===== src/rtl/stego_pkg.sv =====
// Shared definitions for the LSB steganography embedder.
// Holds the controller state encoding, the nibble width shared with the
// secret-message FIFO and the legal bits-per-pixel check.
package stego_pkg;

  typedef enum logic [2:0] {
    IDLE  = 3'd0,
    FETCH = 3'd1,
    LOAD  = 3'd2,
    EMBED = 3'd3,
    PASS  = 3'd4
  } state_t;

  // Nibble width delivered by the secret-message FIFO.
  localparam int unsigned MESS_WIDTH_DEF = 4;

  // Bit n set when n is a legal bits-per-pixel value (1, 2, 4).
  localparam logic [4:0] BPP_LEGAL_SET = 5'b10110;

  // Legal when BPP is one of 1/2/4 and splits a nibble into whole slices.
  function automatic bit bpp_is_legal(input int unsigned bpp,
                                      input int unsigned mess_width);
    if (bpp == 0 || bpp > 4) return 1'b0;
    return BPP_LEGAL_SET[bpp] && ((mess_width % bpp) == 0);
  endfunction

endpackage


===== src/rtl/stego_pix_reg.sv =====
// Valid/ready output register stage for the stego pixel stream.
// Ports:
//   clk, rst      clock, synchronous active-low reset
//   accept_en     controller allows new pixels (EMBED or PASS)
//   src_pix       candidate output pixel (already embedded or passthrough)
//   src_valid     upstream pixel valid
//   src_ready     upstream pixel accepted (combinational)
//   pix           registered stego pixel
//   pix_valid     registered stego pixel valid
//   sink_ready    downstream accepts
module stego_pix_reg
  import stego_pkg::*;
#(
  parameter int unsigned PIX_WIDTH = 8
) (
  input  logic                 clk,
  input  logic                 rst,
  input  logic                 accept_en,
  input  logic [PIX_WIDTH-1:0] src_pix,
  input  logic                 src_valid,
  output logic                 src_ready,
  output logic [PIX_WIDTH-1:0] pix,
  output logic                 pix_valid,
  input  logic                 sink_ready
);

  // Accept when the slot is empty or is being drained this cycle.
  assign src_ready = accept_en && (!pix_valid || sink_ready);

  // Single-entry holding register; data is frozen while stalled.
  always_ff @(posedge clk) begin
    if (!rst) begin
      pix       <= '0;
      pix_valid <= 1'b0;
    end else if (src_valid && src_ready) begin
      pix       <= src_pix;
      pix_valid <= 1'b1;
    end else if (sink_ready) begin
      pix_valid <= 1'b0;
    end
  end

endmodule


===== src/rtl/stego_lsb_embed.sv =====
// LSB steganography embedder.
// Pulls 4-bit secret nibbles (MSB-first) from the message FIFO and writes
// them BPP bits at a time into the LSBs of the cover pixel stream. After
// msg_len nibbles are embedded, cover pixels pass through unchanged.
// Ports:
//   clk, rst                  clock, synchronous active-low reset
//   start, msg_len            begin a message of msg_len nibbles
//   busy, done, embedded_cnt  status
//   sec_dout, sec_empty       FIFO read data (valid cycle after read), empty
//   sec_rd_req                FIFO read request
//   pix_in, pix_in_valid, pix_in_ready      cover pixel stream
//   pix_out, pix_out_valid, pix_out_ready   stego pixel stream
module stego_lsb_embed
  import stego_pkg::*;
#(
  parameter int unsigned PIX_WIDTH  = 8,
  parameter int unsigned MESS_WIDTH = MESS_WIDTH_DEF,
  parameter int unsigned BPP        = 2,
  parameter int unsigned LEN_WIDTH  = 16
) (
  input  logic                  clk,
  input  logic                  rst,
  input  logic                  start,
  input  logic [LEN_WIDTH-1:0]  msg_len,
  output logic                  busy,
  output logic                  done,
  output logic [LEN_WIDTH-1:0]  embedded_cnt,
  input  logic [MESS_WIDTH-1:0] sec_dout,
  input  logic                  sec_empty,
  output logic                  sec_rd_req,
  input  logic [PIX_WIDTH-1:0]  pix_in,
  input  logic                  pix_in_valid,
  output logic                  pix_in_ready,
  output logic [PIX_WIDTH-1:0]  pix_out,
  output logic                  pix_out_valid,
  input  logic                  pix_out_ready
);

  localparam int unsigned SLICES  = MESS_WIDTH / BPP;
  localparam int unsigned SLICE_W = $clog2(SLICES + 1);

  // Reject illegal slice widths at elaboration.
  if (!bpp_is_legal(BPP, MESS_WIDTH)) begin : g_bad_bpp
    $error("stego_lsb_embed: BPP must be 1, 2 or 4 and divide MESS_WIDTH");
  end

  state_t                state, state_n;
  logic [LEN_WIDTH-1:0]  remaining, remaining_n;
  logic [LEN_WIDTH-1:0]  embedded_n;
  logic [MESS_WIDTH-1:0] nib_reg, nib_n;
  logic [SLICE_W-1:0]    slice_cnt, slice_n;
  logic                  done_n;
  logic                  busy_n;

  logic                  accept_en;
  logic                  hs;
  logic                  start_ok;
  logic [PIX_WIDTH-1:0]  src_pix;

  assign accept_en  = (state == EMBED) || (state == PASS);
  assign hs         = pix_in_valid && pix_in_ready;
  assign start_ok   = start && ((state == IDLE) || (state == PASS));
  // One read per FETCH visit; FETCH always leaves on the read.
  assign sec_rd_req = (state == FETCH) && !sec_empty;

  // Replace the pixel LSBs with the top BPP bits of the nibble register.
  assign src_pix = (state == EMBED)
                 ? {pix_in[PIX_WIDTH-1:BPP], nib_reg[MESS_WIDTH-1 -: BPP]}
                 : pix_in;

  // State and datapath registers.
  always_ff @(posedge clk) begin
    if (!rst) begin
      state        <= IDLE;
      remaining    <= '0;
      embedded_cnt <= '0;
      nib_reg      <= '0;
      slice_cnt    <= '0;
      done         <= 1'b0;
      busy         <= 1'b0;
    end else begin
      state        <= state_n;
      remaining    <= remaining_n;
      embedded_cnt <= embedded_n;
      nib_reg      <= nib_n;
      slice_cnt    <= slice_n;
      done         <= done_n;
      busy         <= busy_n;
    end
  end

  // Next-state and datapath update.
  always_comb begin
    state_n     = state;
    remaining_n = remaining;
    embedded_n  = embedded_cnt;
    nib_n       = nib_reg;
    slice_n     = slice_cnt;
    done_n      = 1'b0;

    unique case (state)
      IDLE: ;
      FETCH: begin
        if (sec_rd_req) state_n = LOAD;
      end
      LOAD: begin
        nib_n   = sec_dout;
        slice_n = SLICE_W'(SLICES);
        state_n = EMBED;
      end
      EMBED: begin
        if (hs) begin
          nib_n   = nib_reg << BPP;
          slice_n = slice_cnt - SLICE_W'(1);
          if (slice_cnt == SLICE_W'(1)) begin
            embedded_n  = embedded_cnt + LEN_WIDTH'(1);
            remaining_n = remaining - LEN_WIDTH'(1);
            if (remaining == LEN_WIDTH'(1)) begin
              done_n  = 1'b1;
              state_n = PASS;
            end else begin
              state_n = FETCH;
            end
          end
        end
      end
      PASS: ;
      default: state_n = IDLE;
    endcase

    // A new message may start from IDLE or after the previous one finished.
    if (start_ok) begin
      remaining_n = msg_len;
      embedded_n  = '0;
      if (msg_len != '0) begin
        state_n = FETCH;
      end else begin
        state_n = PASS;
        done_n  = 1'b1;
      end
    end

    busy_n = (state_n == FETCH) || (state_n == LOAD) || (state_n == EMBED);
  end

  stego_pix_reg #(
    .PIX_WIDTH (PIX_WIDTH)
  ) u_pix_reg (
    .clk        (clk),
    .rst        (rst),
    .accept_en  (accept_en),
    .src_pix    (src_pix),
    .src_valid  (pix_in_valid),
    .src_ready  (pix_in_ready),
    .pix        (pix_out),
    .pix_valid  (pix_out_valid),
    .sink_ready (pix_out_ready)
  );

endmodule


===== config.mk =====
export PLATFORM = sky130hd
export DESIGN_NAME = stego_lsb_embed
export DESIGN_NICKNAME = d
export VERILOG_FILES = /design/src/rtl/stego_pkg.sv /design/src/rtl/stego_pix_reg.sv /design/src/rtl/stego_lsb_embed.sv
export SDC_FILE = /design/constraint.sdc
export NUM_CORES = 1
export LEC_CHECK = 0
export CAP_MARGIN = 5
export CORE_UTILIZATION = 35
export CTS_CLUSTER_DIAMETER = 40
export DETAILED_ROUTE_END_ITERATION = 7
export PLACE_DENSITY = 0.61
export RECOVER_POWER = 25
export SYNTH_ARGS = -nofsm -noshare
export SYNTH_HDL_FRONTEND = slang
export SYNTH_SLANG_ARGS = --single-unit

===== constraint.sdc =====
create_clock -name clk -period 2.3 [get_ports clk]
set_input_delay 0.345 -clock clk [delete_from_list [all_inputs] [get_ports clk]]
set_output_delay 0.345 -clock clk [all_outputs]
set_load 0.05 [all_outputs]

==> Word level (Yosys, flattened, before mapping) <==
Index checks and enable logic that the tools add are counted.
{ "totals": {"output_inout_bits": 29, "in_bits": 34, "regBits": 52, "wordCells": 70} }
{ "classes": {"muxes": 24, "n_eq_ne": 10, "n_bitwise": 1, "n_reduce_logical": 23, "add_sub_neg": 3} }
{ "ops": {"columns": ["operator", "n"], "rows": [
  ["16-bit two-way mux", 4],
  ["3-bit two-way mux", 6],
  ["16-bit by 1-bit adder with 16-bit output (second input constant)", 1],
  ["16-bit by 1-bit equality test with 1-bit output (second input constant)", 1],
  ["16-bit nonzero test", 1],
  ["16-bit by 1-bit subtractor with 16-bit output (second input constant)", 1],
  ["3-bit by 2-bit equality test with 1-bit output (second input constant)", 4],
  ["3-bit case mux with 4 select lines", 1],
  ["2-bit nonzero test", 5],
  ["1-bit two-way mux", 8],
  ["4-bit case mux with 2 select lines", 1],
  ["3-bit by 1-bit equality test with 1-bit output (second input constant)", 2],
  ["3-bit AND reduction", 2],
  ["1-bit logical OR", 5],
  ["1-bit logical AND", 4],
  ["2-bit two-way mux", 2],
  ["4-bit two-way mux", 1],
  ["2-bit case mux with 2 select lines", 1],
  ["2-bit OR reduction", 2],
  ["3-bit equality test (second input constant)", 1],
  ["3-bit logical NOT", 1],
  ["2-bit by 1-bit equality test with 1-bit output (second input constant)", 1],
  ["1-bit logical NOT", 2],
  ["2-bit inequality test (second input constant)", 1],
  ["other kinds (3)", 3]
]} }

==> Longest topological paths before layout <==
Gate-level depths: netlist of run 1.
{ "logic_depth": {"ltp_word": 10, "mapped_depth": 9, "depth_no_buf": 7} }

==> Cells and area by module <==
Synthesis of run 1 repeated with hierarchy kept, for this count alone.
{ "unflattened": {"cells_unflattened": 319, "hier_area_um2": 2673.8} }
{ "by_module_without_submodules": {"columns": ["module", "area_each_um2", "seq_area_each_um2", "instances", "cells_each"], "rows": [
  ["stego_lsb_embed", 2275.9, 860.8, 1, 278],
  ["stego_pix_reg", 397.9, 180.2, 1, 41]
]} }

==> Least setup slack after synthesis of run 1 <==
No wires, ideal clock.
{ "synth_path": {"path_type": "flip-flop to output port", "startpoint": "register state[2]", "endpoint": "output port pix_in_ready", "path_buffers": 2, "slack_ns": 0.311, "stages_incl_launch_ff": 5, "required_time_ns": 1.955, "arrival_ns": 1.644, "path_cell_list": "dfxtp_1 > clkbuf_1 > nand3b_1 > buf_1 > a21oi_1"} }
{ "synth_between": {"elab_chain_cells": 3, "word_cells_on_any_way": 4, "cone_classes": "eq/ne: 2; reduce/logical: 2"} }
{ "synth_rtl": {"columns": ["item", "line_no", "source"], "rows": [
  ["from (decl)", "stego_lsb_embed.sv:47", "state_t state, state_n;"],
  ["from (signal assigned)", "stego_lsb_embed.sv:82", "state <= state_n;"],
  ["3-bit by 2-bit equality test with 1-bit output / 3-bit equality test (equally long branches)", "stego_lsb_embed.sv:60", "assign accept_en = (state == EMBED) || (state == PASS);"],
  ["1-bit logical OR (*)", "stego_lsb_embed.sv:60", null],
  ["1-bit logical AND (*)", "stego_pix_reg.sv:28", "assign src_ready = accept_en && (!pix_valid || sink_ready);"],
  ["to (decl)", "stego_lsb_embed.sv:33", "output logic pix_in_ready,"]
]} }
Mark *: on every way between the ends. The rest lies on a longest branch, timed or not.

==> Worst setup path in the final report of run 1 <==
{ "layout_path": {"startpoint": "register remaining[6]", "endpoint": "register remaining[14]"} }
{ "layout_between": {"elab_chain_cells": 5} }
{ "layout_rtl": {"columns": ["item", "line_no", "source"], "rows": [
  ["from (decl)", "stego_lsb_embed.sv:48", "logic [LEN_WIDTH-1:0] remaining, remaining_n;"],
  ["from (signal assigned)", "stego_lsb_embed.sv:83", "remaining <= remaining_n;"],
  ["16-bit by 1-bit subtractor with 16-bit output", "stego_lsb_embed.sv:117", "remaining_n = remaining - LEN_WIDTH'(1);"],
  ["16-bit two-way mux", "stego_lsb_embed.sv:115", "if (slice_cnt == SLICE_W'(1)) begin"],
  ["16-bit two-way mux", "stego_lsb_embed.sv:112", "if (hs) begin"],
  ["16-bit two-way mux", "stego_lsb_embed.sv:101", "unique case (state)"],
  ["16-bit two-way mux", "stego_lsb_embed.sv:132", "if (start_ok) begin"]
]} }
No other way between the ends. The select of a mux whose other input is x is not followed.
A chain may end at the register's enable or synchronous reset.

==> impl_metrics.json, run 1 <==
{
  "max-slew-margin-rel": 0.637,
  "drive_gt1_frac": 0.0722,
  "holdCritStartpoint": "u_pix_reg.pix[2]",
  "diodes": 0,
  "holdBufCountCts": 0,
  "cts_sinks": 52,
  "synth_edf_count": 0,
  "post-place-ws_ns": 0.118,
  "final.setup_skew_ns": 0.00819,
  "yosys.area.top_type": "dfxtp_1",
  "synth_warnings": 0,
  "ant_nets": 0,
  "maxSlewViolCount": 0,
  "worst-slew-pin-transition_ns": 0.544,
  "cpPeakStageDelay_ns": 0.60,
  "largest_registers": "embedded_cnt: 16 flops, remaining: 16 flops, u_pix_reg.pix: 8 flops",
  "post_drt_wl_per_cell_microns": 14.0,
  "drv_cap": 0,
  "async_flop_share": 0,
  "hold_viol": 0,
  "crit_path_end_kind": "flip-flop",
  "worst_setup_path_start_kind": "flip-flop",
  "finalPower_w": 0.00190,
  "setup.worst_path.start": "remaining[6]",
  "utilization": 0.495,
  "initial_core_util": 0.365,
  "crit_chain": "or4_4 -> nor3_4 -> nand4_2 -> or4_1 -> a31oi_1",
  "nets": 411,
  "cpLargestDelayFamily": "simple AND/OR/NAND/NOR gates",
  "rows": 30,
  "vias": 2450,
  "period_minus_slack_ns": 2.00,
  "synth_ff_type": "dfxtp_1",
  "io_buffers": 62,
  "max_freq_mhz": 501,
  "critPathMaxFanout": 8,
  "critical_path_buf_inv_count": 0,
  "core_sq_um": 6870,
  "fillers": 682,
  "rsz0062_at_grt": "false",
  "areaGrowthSynthToFinish_pct": 35.5,
  "dr.first_iter.drc_count": 120,
  "fin_crit_sh": 0.868,
  "grt_max_degree": 17,
  "clk_pin_slew_ns": 0.10,
  "setup_viol": 0,
  "setup_ws_ns": 0.304,
  "antenna_found_initial": 0,
  "place_hpwl_microns": 4870,
  "die_area_sq_um": 7500,
  "grt_pass1_vias": 2194,
  "drc": 0,
  "arrival_ns": 2.23,
  "syn-mean-instance-area_sq_um": 8.24,
  "syn_area_sq_um": 2510,
  "io_pins": 63,
  "die_x_microns": 86.6,
  "synth_area_leaders": "dfxtp_1, nand2_1, nor2_1, a21oi_1, xnor2_1",
  "p_leak_nw": 1.16,
  "firstDrtPassIters": 4,
  "tns_ns": 0,
  "grt_overflow": 0,
  "track_usage": 0.185,
  "cts_resized": 0,
  "drt-total-wl_microns": 6580,
  "powerDensity_nw_per_um2": 558,
  "clockBufferDepth": 2,
  "via_per_inst": 5.21,
  "post-cts-setup-buffer-count": 0,
  "tritoncts": "done",
  "clock_latency_ns": 0.31,
  "min_path_type": "flip-flop to flip-flop",
  "ys_types": 52,
  "synth_top_area_share": 0.415,
  "critPathRequiredTime_ns": 2.54,
  "r2r-start": "remaining[6]",
  "synth.ff_latch_count": 52,
  "grt_pass1_wl_microns": 10800,
  "syn_nets": 342,
  "ctsRootBufferMaster": "clkbuf_8",
  "htreeDepth": 2,
  "numCtsBuffers": 5,
  "dieHeight_microns": 86.6,
  "place.gp.congestion": 0.877,
  "syn_inst": 304,
  "cpMaxStageDelayCell": "or4_4",
  "status": "complete, no violations",
  "path_class": "flip-flop to flip-flop",
  "ir_drop_v": 0.000252,
  "ys_seq_area_frac": 0.415,
  "holdWs_ns": 0.464
}
==> synth_stat cells, types with 2 or more instances <==
library cell	n
and3_1	3
mux2i_1	4
nand3_1	6
a221oi_1	2
o21ai_0	13
ha_1	4
xor2_1	7
inv_1	6
xnor2_1	9
nor2_1	38
o31ai_1	2
clkbuf_1	11
or3_1	4
dfxtp_1	52
a21oi_1	22
a32oi_1	2
a211oi_1	2
nand3b_1	4
nor3_1	10
nand2_1	42
nand4_1	10
a31oi_1	4
a311oi_1	2
o311a_1	2
o311ai_0	4
nor4b_1	2
a22oi_1	2
nor4_1	9
o21a_1	3
==> worst register-to-register path, delay by kind of cell, from the launching register on <==
kind	cells	cell delay [ns]
and+or+nand+nor	4	1.37
DFF	1	0.39
AOI/OAI and AO/OA	1	0.16
==> final timing paths <==
check / endpoint / slack [ns] / cells past startpoint
setup / recovery: remaining[14] / 0.30 / 5
hold / removal: u_pix_reg.pix[2] / 0.46 / 2
setup reg to reg: remaining[14] / 0.30 / 5
hold reg to reg: u_pix_reg.pix[2] / 0.46 / 2
==> layout by cell type, fill, tap and decap left out, types with 2 or more instances in the layout <==
| cell | n |
|---|---|
| nor2_1 | 38 |
| o31ai_1 | 2 |
| o311ai_0 | 4 |
| a22oi_1 | 2 |
| buf_4 | 11 |
| nor3_1 | 11 |
| nor4b_1 | 2 |
| clkdlybuf4s50_1 | 59 |
| or3_1 | 4 |
| xnor2_1 | 9 |
| a221oi_1 | 2 |
| and3_1 | 3 |
| nand2_1 | 42 |
| nand4_1 | 10 |
| mux2i_1 | 4 |
| o311a_1 | 2 |
| a31oi_1 | 4 |
| a211oi_1 | 2 |
| a32oi_1 | 2 |
| clkbuf_8 | 6 |
| inv_1 | 6 |
| xor2_1 | 7 |
| buf_12 | 2 |
| clkbuf_1 | 2 |
| o21a_1 | 3 |
| a21oi_1 | 22 |
| o21ai_0 | 13 |
| ha_1 | 4 |
| nor4_1 | 9 |
| dfxtp_1 | 52 |
| nand3b_1 | 4 |
| a311oi_1 | 2 |
| nand3_1 | 6 |
==> final cells by class <==
type | instances | area (sq um) | area share
Multi-Input combinational cell | 233 | 1390 | 0.409
Clock inverter | 1 | 7.51 | 0.00221
Sequential cell | 52 | 1040 | 0.306
Timing Repair Buffer | 74 | 727 | 0.214
Tap cell | 96 | 120 | 0.0354
Inverter | 7 | 26.3 | 0.00773
Clock buffer | 7 | 86.3 | 0.0254
==> metal layers <==
metal / global-route usage / routed length, microns / vias to the layer above
met3: 0.0390 / 290 / 11
met5: 0 / 0 / -
met1: 0.240 / 3130 / 1138
met4: 0.0833 / 124 / 0
met2: 0.294 / 3040 / 61
li1: - / - / 1240
==> report_power, final <==
group	internal, W	switching [W]
Sequential	0.000939	0.0000398
Clock	0.000246	0.000315
Combinational	0.000164	0.000193
Total	0.00135	0.000548
==> logic make-up after synthesis <==
group | count (synthesis) | share of synthesized area
AO/OA/AOI/OAI | 67 | 0.173
XOR/XNOR | 16 | 0.0559
adder cells (fa/ha/maj) | 4 | 0.0200
buffers and inverters | 19 | 0.0285
flip-flops | 52 | 0.415
multiplexers | 5 | 0.0205
AND/OR/NAND/NOR | 141 | 0.287
==> metrics by stage <==
step | instances | instance area (sq um)
after detailed placement | 462 | 3310
after global routing | 470 | 3400
final | 470 | 3400
after CTS | 470 | 3410
after global placement | 462 | 3310
after floorplan | 304 | 2510
(Power assumes the default switching activity.)
==> run 2: changes to the inputs <==
--- a/config.mk
+++ b/config.mk
@@ -5,7 +5,7 @@
 export SDC_FILE = /design/constraint.sdc
 export NUM_CORES = 1
 export LEC_CHECK = 0
-export CAP_MARGIN = 5
+export CAP_MARGIN = 10
 export CORE_UTILIZATION = 35
 export CTS_CLUSTER_DIAMETER = 40
 export DETAILED_ROUTE_END_ITERATION = 7
==> results of run 2 <==
The final DEF is identical to that of run 1; final timing and power are the same.
==> run 3: changes to the inputs <==
==> constraint.sdc (replaced) <==
create_clock -name clk -period 2.3 [get_ports clk]
set_input_delay 0.46 -clock clk [delete_from_list [all_inputs] [get_ports clk]]
set_output_delay 0.46 -clock clk [all_outputs]
set_load 0.05 [all_outputs]
==> run 3 against run 2 <==
Net effect:
- maximum frequency down 6.2%
- cell count rose by 1.3%
- utilization is 0.67 points higher
- non-clock buffer count increased by 6
- first-iteration DRC count decreased by 10%
- routed wire length increased by 0.44%
- critical path depth unchanged
- sequential power hardly changed
==> impl_metrics.json, run 3 (synthesized netlist as in run 1, its figures left out) <==
{
  "via_per_inst": 5.22,
  "antenna_found_initial": 0,
  "p_leak_nw": 1.19,
  "grt_overflow": 0,
  "worst_setup_path_start_kind": "input port",
  "utilization": 0.501,
  "firstDrtPassIters": 4,
  "core_sq_um": 6870,
  "dieHeight_microns": 86.6,
  "grt_pass1_vias": 2374,
  "critical_path_buf_inv_count": 3,
  "powerDensity_nw_per_um2": 547,
  "cpMaxStageDelayCell": "dlygate4sd3_1",
  "final_cell_mix": "clkdlybuf4s50_1, dfxtp_1, nand2_1",
  "drt-total-wl_microns": 6610,
  "critPathRequiredTime_ns": 1.84,
  "die_area_sq_um": 7500,
  "rows": 30,
  "post_drt_wl_per_cell_microns": 13.9,
  "dp_cells": 468,
  "place_hpwl_microns": 5040,
  "drive_gt1_frac": 0.0868,
  "final_common_cell": "clkdlybuf4s50_1",
  "multi_input_area_sq_um": 1390,
  "r2r_slack_ns": 0.35,
  "clockBufferDepth": 2,
  "seqCellArea_sq_um": 1040,
  "die_x_microns": 86.6,
  "arrival_ns": 1.67,
  "tritoncts": "done",
  "period_minus_slack_ns": 2.13,
  "clk_pin_slew_ns": 0.09,
  "areaGrowthSynthToFinish_pct": 37.4,
  "design_area_sq_um": 3440,
  "diodes": 0,
  "fin_cells": 476,
  "drv_cap": 0,
  "ant_nets": 0,
  "cts_resized": 0,
  "final.setup_skew_ns": 0.00690,
  "max-slew-margin-rel": 0.628,
  "holdBufCountCts": 0,
  "grt_pass1_wl_microns": 11200,
  "cts_sinks": 52,
  "path_class": "input port to output pin",
  "grt_max_degree": 17,
  "vias": 2487,
  "io_pins": 63,
  "min_path_type": "flip-flop to flip-flop",
  "setup_viol": 0,
  "ctsRootBufferMaster": "clkbuf_8",
  "finalPower_w": 0.00188,
  "tns_ns": 0,
  "worst-slew-pin-transition_ns": 0.557,
  "ir_drop_v": 0.000191,
  "post-cts-setup-buffer-count": 0,
  "max_freq_mhz": 470,
  "critPathMaxFanout": 3,
  "place_area_sq_um": 3360,
  "cpPeakStageDelay_ns": 0.56,
  "io_buffers": 62,
  "fin_crit_sh": 0.925,
  "cpLargestDelayFamily": "buffers and inverters",
  "numCtsBuffers": 5,
  "status": "complete, no violations",
  "rsz0062_at_grt": "false",
  "crit_path_end_kind": "output pin",
  "hold_viol": 0,
  "fillers": 691,
  "track_usage": 0.189,
  "nets": 417,
  "crit_chain": "dlygate4sd3_1 -> nor2b_1 -> clkbuf_4 -> a21oi_1 -> buf_12",
  "clock_latency_ns": 0.31,
  "largest_registers": "embedded_cnt: 16 flops, remaining: 16 flops, u_pix_reg.pix: 8 flops",
  "htreeDepth": 2,
  "place.gp.congestion": 0.862,
  "initial_core_util": 0.365,
  "maxSlewViolCount": 0,
  "drc": 0,
  "dr.first_iter.drc_count": 108
}
==> run 3: cell types whose count changed in the layout (fill, tap and decap cells not counted), sizes merged <==
cell    change
buf         +4
clkbuf      +2
==> run 3: final cells by class <==
type	count	share of cell area
tap	96	0.0349
inverter	7	0.00763
timing repair buffer	80	0.223
clock inverter	1	0.00218
clock buffer	7	0.0251
multi-input combinational	233	0.405
sequential	52	0.302
==> run 3: worst register-to-register path, stage by stage, from the launching register on <==
cell     delay (ns)
dfxtp_1        0.38
or4_4          0.60
nor3_4         0.16
nand4_2        0.15
or4_1          0.43
a31oi_1        0.17
==> run 3: per-stage QoR <==
stage / hold slack [ns] / setup WS [ns]
6_report: 0.456 / 0.173
2_1_floorplan: 0.455 / 0.196
3_5_place_dp: 0.446 / 0.0369
4_1_cts: 0.459 / 0.234
5_1_grt: 0.474 / 0.0988
3_3_place_gp: 0.441 / 0.0630
==> run 3: final timing paths <==
check / cells after the start / start / end
worst min register to register: 2 / u_pix_reg.pix[3] / u_pix_reg.pix[3]
worst max register to register: 5 / remaining[6] / remaining[14]
worst max-delay path: 5 / pix_out_ready / pix_in_ready
worst min-delay path: 2 / u_pix_reg.pix[3] / u_pix_reg.pix[3]
==> run 3: power by group <==
group          internal (W)  switching [W]
Clock              0.000245       0.000301
Combinational      0.000167       0.000194
Sequential         0.000938      0.0000391
Total               0.00135       0.000533
==> run 3: per-layer routing <==
| metal | track usage | up-vias | routed length, microns |
|---|---|---|---|
| li1 | - | 1249 | - |
| met1 | 0.240 | 1158 | 3090 |
| met2 | 0.322 | 71 | 3090 |
| met3 | 0.0419 | 9 | 347 |
| met4 | 0.0576 | 0 | 85 |
| met5 | 0 | - | 0 |
